==> src/rtl/io_hdx_ctrl.sv <==
// Half-duplex single-wire command/response controller: UART-style TX frame, bus turnaround, timed RX.
// Define IO_HDX_PARITY_EN to add an even-parity bit to both TX and RX frames.
module io_hdx_ctrl #(
  parameter int CLK_DIV      = 4,
  parameter int TURN_BITS    = 2,
  parameter int TIMEOUT_BITS = 16
) (
  input  logic       clk,
  input  logic       rst_n,
  input  logic       tx_valid,
  output logic       tx_ready,
  input  logic [7:0] tx_data,
  output logic       rx_valid,
  output logic [7:0] rx_data,
  output logic       rx_err,
  output logic       done,
  output logic       pad_o,
  output logic       pad_t,
  input  logic       pad_i
);

`ifdef IO_HDX_PARITY_EN
  localparam int PAR_BITS = 1;
`else
  localparam int PAR_BITS = 0;
`endif

  // TX shift register holds everything after the start bit (data, parity, stop)
  localparam int TX_W      = 9 + PAR_BITS;
  localparam int FRAME_W   = TX_W + 1;
  localparam int RX_W      = 8 + PAR_BITS;
  localparam int TURN_CYC  = TURN_BITS * CLK_DIV;
  localparam int TO_CYC    = TIMEOUT_BITS * CLK_DIV;
  localparam int FIRST_CYC = CLK_DIV + CLK_DIV / 2;
  localparam int CNT_MAX0  = (TURN_CYC > TO_CYC) ? TURN_CYC : TO_CYC;
  localparam int CNT_MAX   = (CNT_MAX0 > FIRST_CYC) ? CNT_MAX0 : FIRST_CYC;
  localparam int CNT_W     = $clog2(CNT_MAX + 1);

  localparam logic [CNT_W-1:0] BIT_RELOAD   = CNT_W'(CLK_DIV - 1);
  localparam logic [CNT_W-1:0] TURN_RELOAD  = CNT_W'(TURN_CYC - 1);
  localparam logic [CNT_W-1:0] TO_RELOAD    = CNT_W'(TO_CYC - 1);
  localparam logic [CNT_W-1:0] FIRST_RELOAD = CNT_W'(FIRST_CYC - 1);
  localparam logic [CNT_W-1:0] CNT_ONE      = CNT_W'(1);
  localparam logic [3:0]       TX_LAST      = 4'(FRAME_W - 1);
  localparam logic [3:0]       RX_LAST      = 4'(RX_W - 1);

  typedef enum logic [2:0] {
    S_IDLE,
    S_TX,
    S_TURN,
    S_RX_WAIT,
    S_RX,
    S_DONE
  } state_e;

  state_e            state_q;
  logic [1:0]        sync_q;
  logic [1:0]        listen_q;
  logic [CNT_W-1:0]  cnt_q;
  logic [3:0]        bit_q;
  logic [TX_W-1:0]   tx_sh_q;
  logic [RX_W-2:0]   rx_sh_q;
  logic              is_read_q;
  logic              tx_ready_q;
  logic              pad_o_q;
  logic              pad_t_q;
  logic              rx_valid_q;
  logic              done_q;
  logic [7:0]        rx_data_q;
  logic              rx_err_q;

  logic              pad_s;
  logic              start_seen;
  logic [TX_W-1:0]   tx_frame_d;
  logic [RX_W-1:0]   rx_sh_d;
  logic              rx_err_d;

  always_ff @(posedge clk) begin
    if (!rst_n) begin
      sync_q   <= 2'b11;
      listen_q <= 2'b00;
    end else begin
      sync_q   <= {sync_q[0], pad_i};
      // Tags each synchronizer stage with whether it was sampled while listening,
      // so pad activity captured during TX/TURN can never look like a start bit.
      listen_q <= {listen_q[0], (state_q == S_RX_WAIT) || (state_q == S_RX)};
    end
  end

  assign pad_s      = sync_q[1];
  assign start_seen = !pad_s && listen_q[1];

  always_comb begin
    rx_sh_d = {pad_s, rx_sh_q};
`ifdef IO_HDX_PARITY_EN
    tx_frame_d = {1'b1, ^tx_data, tx_data};
    rx_err_d   = rx_sh_d[RX_W-1] ^ (^rx_sh_d[7:0]);
`else
    tx_frame_d = {1'b1, tx_data};
    rx_err_d   = 1'b0;
`endif
  end

  always_ff @(posedge clk) begin
    if (!rst_n) begin
      state_q    <= S_IDLE;
      cnt_q      <= '0;
      bit_q      <= 4'd0;
      tx_sh_q    <= '1;
      rx_sh_q    <= '0;
      is_read_q  <= 1'b0;
      tx_ready_q <= 1'b1;
      pad_o_q    <= 1'b1;
      pad_t_q    <= 1'b1;
      rx_valid_q <= 1'b0;
      done_q     <= 1'b0;
      rx_data_q  <= 8'h00;
      rx_err_q   <= 1'b0;
    end else begin
      rx_valid_q <= 1'b0;
      done_q     <= 1'b0;
      case (state_q)
        S_IDLE: begin
          pad_o_q <= 1'b1;
          pad_t_q <= 1'b1;
          if (tx_valid) begin
            state_q    <= S_TX;
            tx_ready_q <= 1'b0;
            is_read_q  <= tx_data[7];
            tx_sh_q    <= tx_frame_d;
            pad_o_q    <= 1'b0;
            cnt_q      <= BIT_RELOAD;
            bit_q      <= 4'd0;
          end
        end

        S_TX: begin
          if (cnt_q != '0) begin
            cnt_q <= cnt_q - CNT_ONE;
          end else if (bit_q != TX_LAST) begin
            bit_q   <= bit_q + 4'd1;
            pad_o_q <= tx_sh_q[0];
            tx_sh_q <= {1'b1, tx_sh_q[TX_W-1:1]};
            cnt_q   <= BIT_RELOAD;
          end else if (is_read_q) begin
            state_q <= S_TURN;
            pad_t_q <= 1'b0;
            cnt_q   <= TURN_RELOAD;
          end else begin
            state_q <= S_DONE;
            done_q  <= 1'b1;
          end
        end

        S_TURN: begin
          if (cnt_q != '0) begin
            cnt_q <= cnt_q - CNT_ONE;
          end else begin
            state_q <= S_RX_WAIT;
            cnt_q   <= TO_RELOAD;
          end
        end

        S_RX_WAIT: begin
          if (start_seen) begin
            state_q <= S_RX;
            cnt_q   <= FIRST_RELOAD;
            bit_q   <= 4'd0;
          end else if (cnt_q == '0) begin
            state_q    <= S_DONE;
            done_q     <= 1'b1;
            rx_valid_q <= 1'b1;
            rx_data_q  <= 8'h00;
            rx_err_q   <= 1'b1;
            pad_t_q    <= 1'b1;
            pad_o_q    <= 1'b1;
          end else begin
            cnt_q <= cnt_q - CNT_ONE;
          end
        end

        S_RX: begin
          if (cnt_q != '0) begin
            cnt_q <= cnt_q - CNT_ONE;
          end else begin
            rx_sh_q <= rx_sh_d[RX_W-1:1];
            if (bit_q != RX_LAST) begin
              bit_q <= bit_q + 4'd1;
              cnt_q <= BIT_RELOAD;
            end else begin
              // Stop bit is not checked; the result is delivered on the last data/parity sample.
              state_q    <= S_DONE;
              done_q     <= 1'b1;
              rx_valid_q <= 1'b1;
              rx_data_q  <= rx_sh_d[7:0];
              rx_err_q   <= rx_err_d;
              pad_t_q    <= 1'b1;
              pad_o_q    <= 1'b1;
            end
          end
        end

        S_DONE: begin
          state_q    <= S_IDLE;
          tx_ready_q <= 1'b1;
          pad_t_q    <= 1'b1;
          pad_o_q    <= 1'b1;
        end

        default: begin
          state_q    <= S_IDLE;
          tx_ready_q <= 1'b1;
          pad_t_q    <= 1'b1;
          pad_o_q    <= 1'b1;
        end
      endcase
    end
  end

  assign tx_ready = tx_ready_q;
  assign rx_valid = rx_valid_q;
  assign rx_data  = rx_data_q;
  assign rx_err   = rx_err_q;
  assign done     = done_q;
  assign pad_o    = pad_o_q;
  assign pad_t    = pad_t_q;

endmodule

==> config.mk <==
export PLATFORM = sky130hd
export DESIGN_NAME = io_hdx_ctrl
export DESIGN_NICKNAME = d
export VERILOG_FILES = /design/src/rtl/io_hdx_ctrl.sv
export SDC_FILE = /design/constraint.sdc
export NUM_CORES = 1
export LEC_CHECK = 0
export BUFFER_PORTS_ARGS = -buffer_cell sky130_fd_sc_hd__buf_2
export CAP_MARGIN = 30
export CORE_ASPECT_RATIO = 0.7
export CORE_MARGIN = 5
export CORE_UTILIZATION = 59
export DETAILED_ROUTE_END_ITERATION = 8
export HOLD_SLACK_MARGIN = 0.06
export PLACE_DENSITY = 0.81
export SLEW_MARGIN = 10
export SYNTH_ARGS = -nofsm -noshare
export SYNTH_HDL_FRONTEND = slang
export SYNTH_SLANG_ARGS = --single-unit
==> constraint.sdc <==
create_clock -name clk -period 3.6 [get_ports clk]
set_input_delay 0 -clock clk [delete_from_list [all_inputs] [get_ports clk]]
set_output_delay 0 -clock clk [all_outputs]
set_load 0.02 [all_outputs]
==> reports/qor.csv <==
stage,metric,value,unit
worst_setup_path,r2r_end,cnt_q[0],
floorplan,start_util,0.622,
worst_setup_path,arrival,2.92,ns
logic_synthesis,synth_area,0.00249,mm^2
worst_setup_path,r2r_slack,0.90,ns
sta,setup_viol,0,
floorplan,ios,26,
routing,firstDrtPassIters,4,
sta,worstMarginPinSlew,0.798,ns
logic_synthesis,synth.avg_cell_area,8.43,um^2
pwr,max-vdd-ir-drop,0.447,mV
outcome,run_status,completed,
worst_setup_path,path_max_fanout,22,
worst_setup_path,reg2regPathDepth,5,
sta,max_freq,370,MHz
sta,final.setup.tns,0,ns
logic_synthesis,ys_ff_latch,48,
routing,vias_per_cell,6.16,
global_routing,track_usage,0.223,
sta,post-route-period-util,0.750,
finish,area_delta_synth_final,11.9,%
worst_setup_path,r2r_start,state_q[0],
worst_setup_path,cp_top_family,compound AO/OA/AOI/OAI gates,
placed_design,post-place-ws,0.997,ns
sta,relSlewSlack,0.467,
clocking,htreeDepth,2,
global_routing,grt_pass1_wl,10200,um
min_path,min_path_type,input port to flop,
placed_design,gp_congestion,0.911,
logic_synthesis,ys_seq_area_frac,0.387,
sta,fin_ws,0.900,ns
sta,maxSlewViolCount,0,
sta,rsz0062_at_grt,no,
worst_setup_path,crit_buf_inv,0,
logic_synthesis,synthAdderAreaFrac,0.0151,
min_path,hold_path_startpoint,tx_data[2],
global_routing,antenna_found_initial,0,
routing,drt_wl_total,5730,um
routing,post_drt_wl_per_cell,15.5,um
logic_synthesis,synth-compound-area-share,0.245,
worst_setup_path,cp_slowest_cell,dfxtp_1,
finish,final_net_count,331,
worst_setup_path,startpoint_type,flop,
logic_synthesis,synth_fp_nets,310,
floorplan,core,0.00399,mm^2
min_path,hold_path_depth,3,
placed_design,port-buffer-count,25,
logic_synthesis,synth_edf_count,0,
worst_setup_path,endpoint_kind,flop,
worst_setup_path,cp.required,3.82,ns
clocking,cts_sinks,48,
worst_setup_path,crit_type,flop to flop,
clocking,cts_tree,done,
pwr,p_total,1.97,mW
sta,fin_skew,0.00704,ns
floorplan,dieArea,0.00563,mm^2
clocking,clkTransAtPathRegs,0.10,ns
logic_synthesis,ys_async_sr_fraction,0,
pwr,total_leakage_power,1.08,nW
global_routing,grt_pass1_vias,2031,
global_routing,grt.overflow.total,0,
clocking,ctsResizeCount,0,
clocking,cts_buffers,5,
logic_synthesis,yosys-mux-area-fraction,0.0403,
routing,vias,2274,
clocking,clock_path_buffers,2,
logic_synthesis,syn_inst,295,
global_routing,grt_max_degree,29,
finish,layout-drive-gt1-share,0.151,
logic_synthesis,synthXorXnorAreaFrac,0.00352,
floorplan,die_y,64.3,um
worst_setup_path,max_stage_delay,0.77,ns
pwr,power_density,707,mW/mm^2
logic_synthesis,synthDistinctLibCells,61,
routing,drt_iter0_drc,239,
floorplan,rows,19,
logic_synthesis,ys_warn_count,0,
routing,antenna_left,0,
logic_synthesis,synth_top_family_by_area,simple AND/OR/NAND/NOR gates,
worst_setup_path,path_cells,nor2b_1 > a32oi_1 > a22oi_2 > nor3_1 > a211oi_1,
sta,period_needed,2.70,ns
clocking,clock_insertion_delay_worst_skew,0.30,ns
placed_design,place_hpwl,4000,um
sta,hold_violations,0,
floorplan,fp.dieW,87.6,um
logic_synthesis,yosys.area_share.simple,0.258,
routing,drc,0,
finish,antenna_cells,0,
logic_synthesis,ys.flop_type,dfxtp_1,
clocking,root_buffer,clkbuf_8,
finish,nFillCells,311,
run,drv_cap,0,
min_path,min_to,tx_sh_q[2],
where the power goes:
part	internal, mW	leakage [nW]	switching (mW)
combinational	0.342	0.638	0.504
sequential	0.616	0.391	0.108
clock	0.209	0.0548	0.189
kinds of logic after synthesis:
family,count (synthesis)
flops,48
buf+inv,30
mux,10
xor+xnor,1
compound gates,87
fa+ha+maj,3
simple gates,116
state kept, by name, summed over array words and instances (netlist names):
| register | cells |
|---|---|
| tx_sh_q | 8 |
| sync_q | 2 |
| cnt_q | 7 |
| is_read_q | 1 |
| tx_ready | 1 |
| listen_q | 2 |
| rx_data | 8 |
| pad_t | 1 |
| done | 1 |
| state_q | 3 |
| rx_valid | 1 |
| pad_o | 1 |
| rx_sh_q | 7 |
| bit_q | 4 |
| rx_err | 1 |
cells in the mapped netlist (6+ instances only):
cell type   n  area share
buf_2       7       0.014
o21ai_1    12       0.024
inv_1       8       0.012
nand2_1    24       0.036
a22oi_1     8       0.024
nand2b_1    6       0.015
nand3_1    10       0.020
clkbuf_1   11       0.017
o311ai_1    7       0.025
a21oi_1    14       0.028
nor2_1     30       0.045
nor3_1      8       0.016
mux2i_1    10       0.040
dfxtp_1    48        0.39
o21ai_0     8       0.016
layout by cell type (no fill, tap or decap), types with 3 or more instances in the layout:
cell,instances
dfxtp_1,48
nor2_1,30
buf_2,25
nand2_1,24
a21oi_1,14
o21ai_1,12
nand3_1,10
mux2i_1,10
inv_1,8
nor3_1,8
o21ai_0,8
a22oi_1,8
o311ai_1,7
nand2b_1,6
dlygate4sd3_1,6
o21a_1,5
a211oi_1,5
and3_1,5
and2_1,5
nand3b_1,5
clkbuf_8,5
nor4_1,3
and3b_1,3
or3_1,3
o211ai_1,3
ha_1,3
buf_4,3
final cells by class:
cell class,count,area [um^2],share of cell area
Timing Repair Buffer,34,208,0.0746
Sequential cell,48,961,0.345
Inverter,10,37.5,0.0135
Clock buffer,5,68.8,0.0247
Clock inverter,3,46.3,0.0166
Multi-Input combinational cell,217,1400,0.502
Tap cell,52,65.1,0.0234
worst reg2reg max path, cell delays in order, from the launching register on:
cell and delay (ns):
dfxtp_1 0.77, nor2b_1 0.59, a32oi_1 0.31, a22oi_2 0.55, nor3_1 0.17, a211oi_1 0.24
worst max-delay path by stage:
stage,startpoint,endpoint,slack (ns),depth (start not counted)
after global routing,state_q[0],cnt_q[0],0.66,5
after detailed placement,state_q[0],cnt_q[0],1.0,5
final,state_q[0],cnt_q[0],0.90,5
after floorplan,cnt_q[0],rx_err,1.73,9
after CTS,state_q[0],cnt_q[0],0.94,5
after global placement,state_q[0],cnt_q[0],1.10,5
per-stage QoR:
| stage | utilization | instances | hold WS [ns] | instance area, um^2 |
|---|---|---|---|---|
| floorplan | - | 295 | 0.101 | 2490 |
| global placement | 0.651 | 354 | 0.184 | 2600 |
| detailed placement | 0.653 | 355 | 0.185 | 2610 |
| CTS | 0.697 | 369 | 0.0642 | 2780 |
| global route | 0.697 | 369 | 0.101 | 2780 |
| finish | 0.697 | 369 | 0.0694 | 2780 |
repair_timing:
action,in CTS,in global routing
endpoints found under the hold margin,7,0
hold buffers,6,0
setup endpoints to repair,0,0
setup buffers,0,0
per-layer routing:
metal  track usage  share of wire  vias up
li1              -              -     1129
met1         0.352           0.48     1062
met2         0.312           0.44       81
met3        0.0488          0.082        2
met4        0.0326         0.0035        0
met5             0              0        -
(Power assumes the default switching activity.)
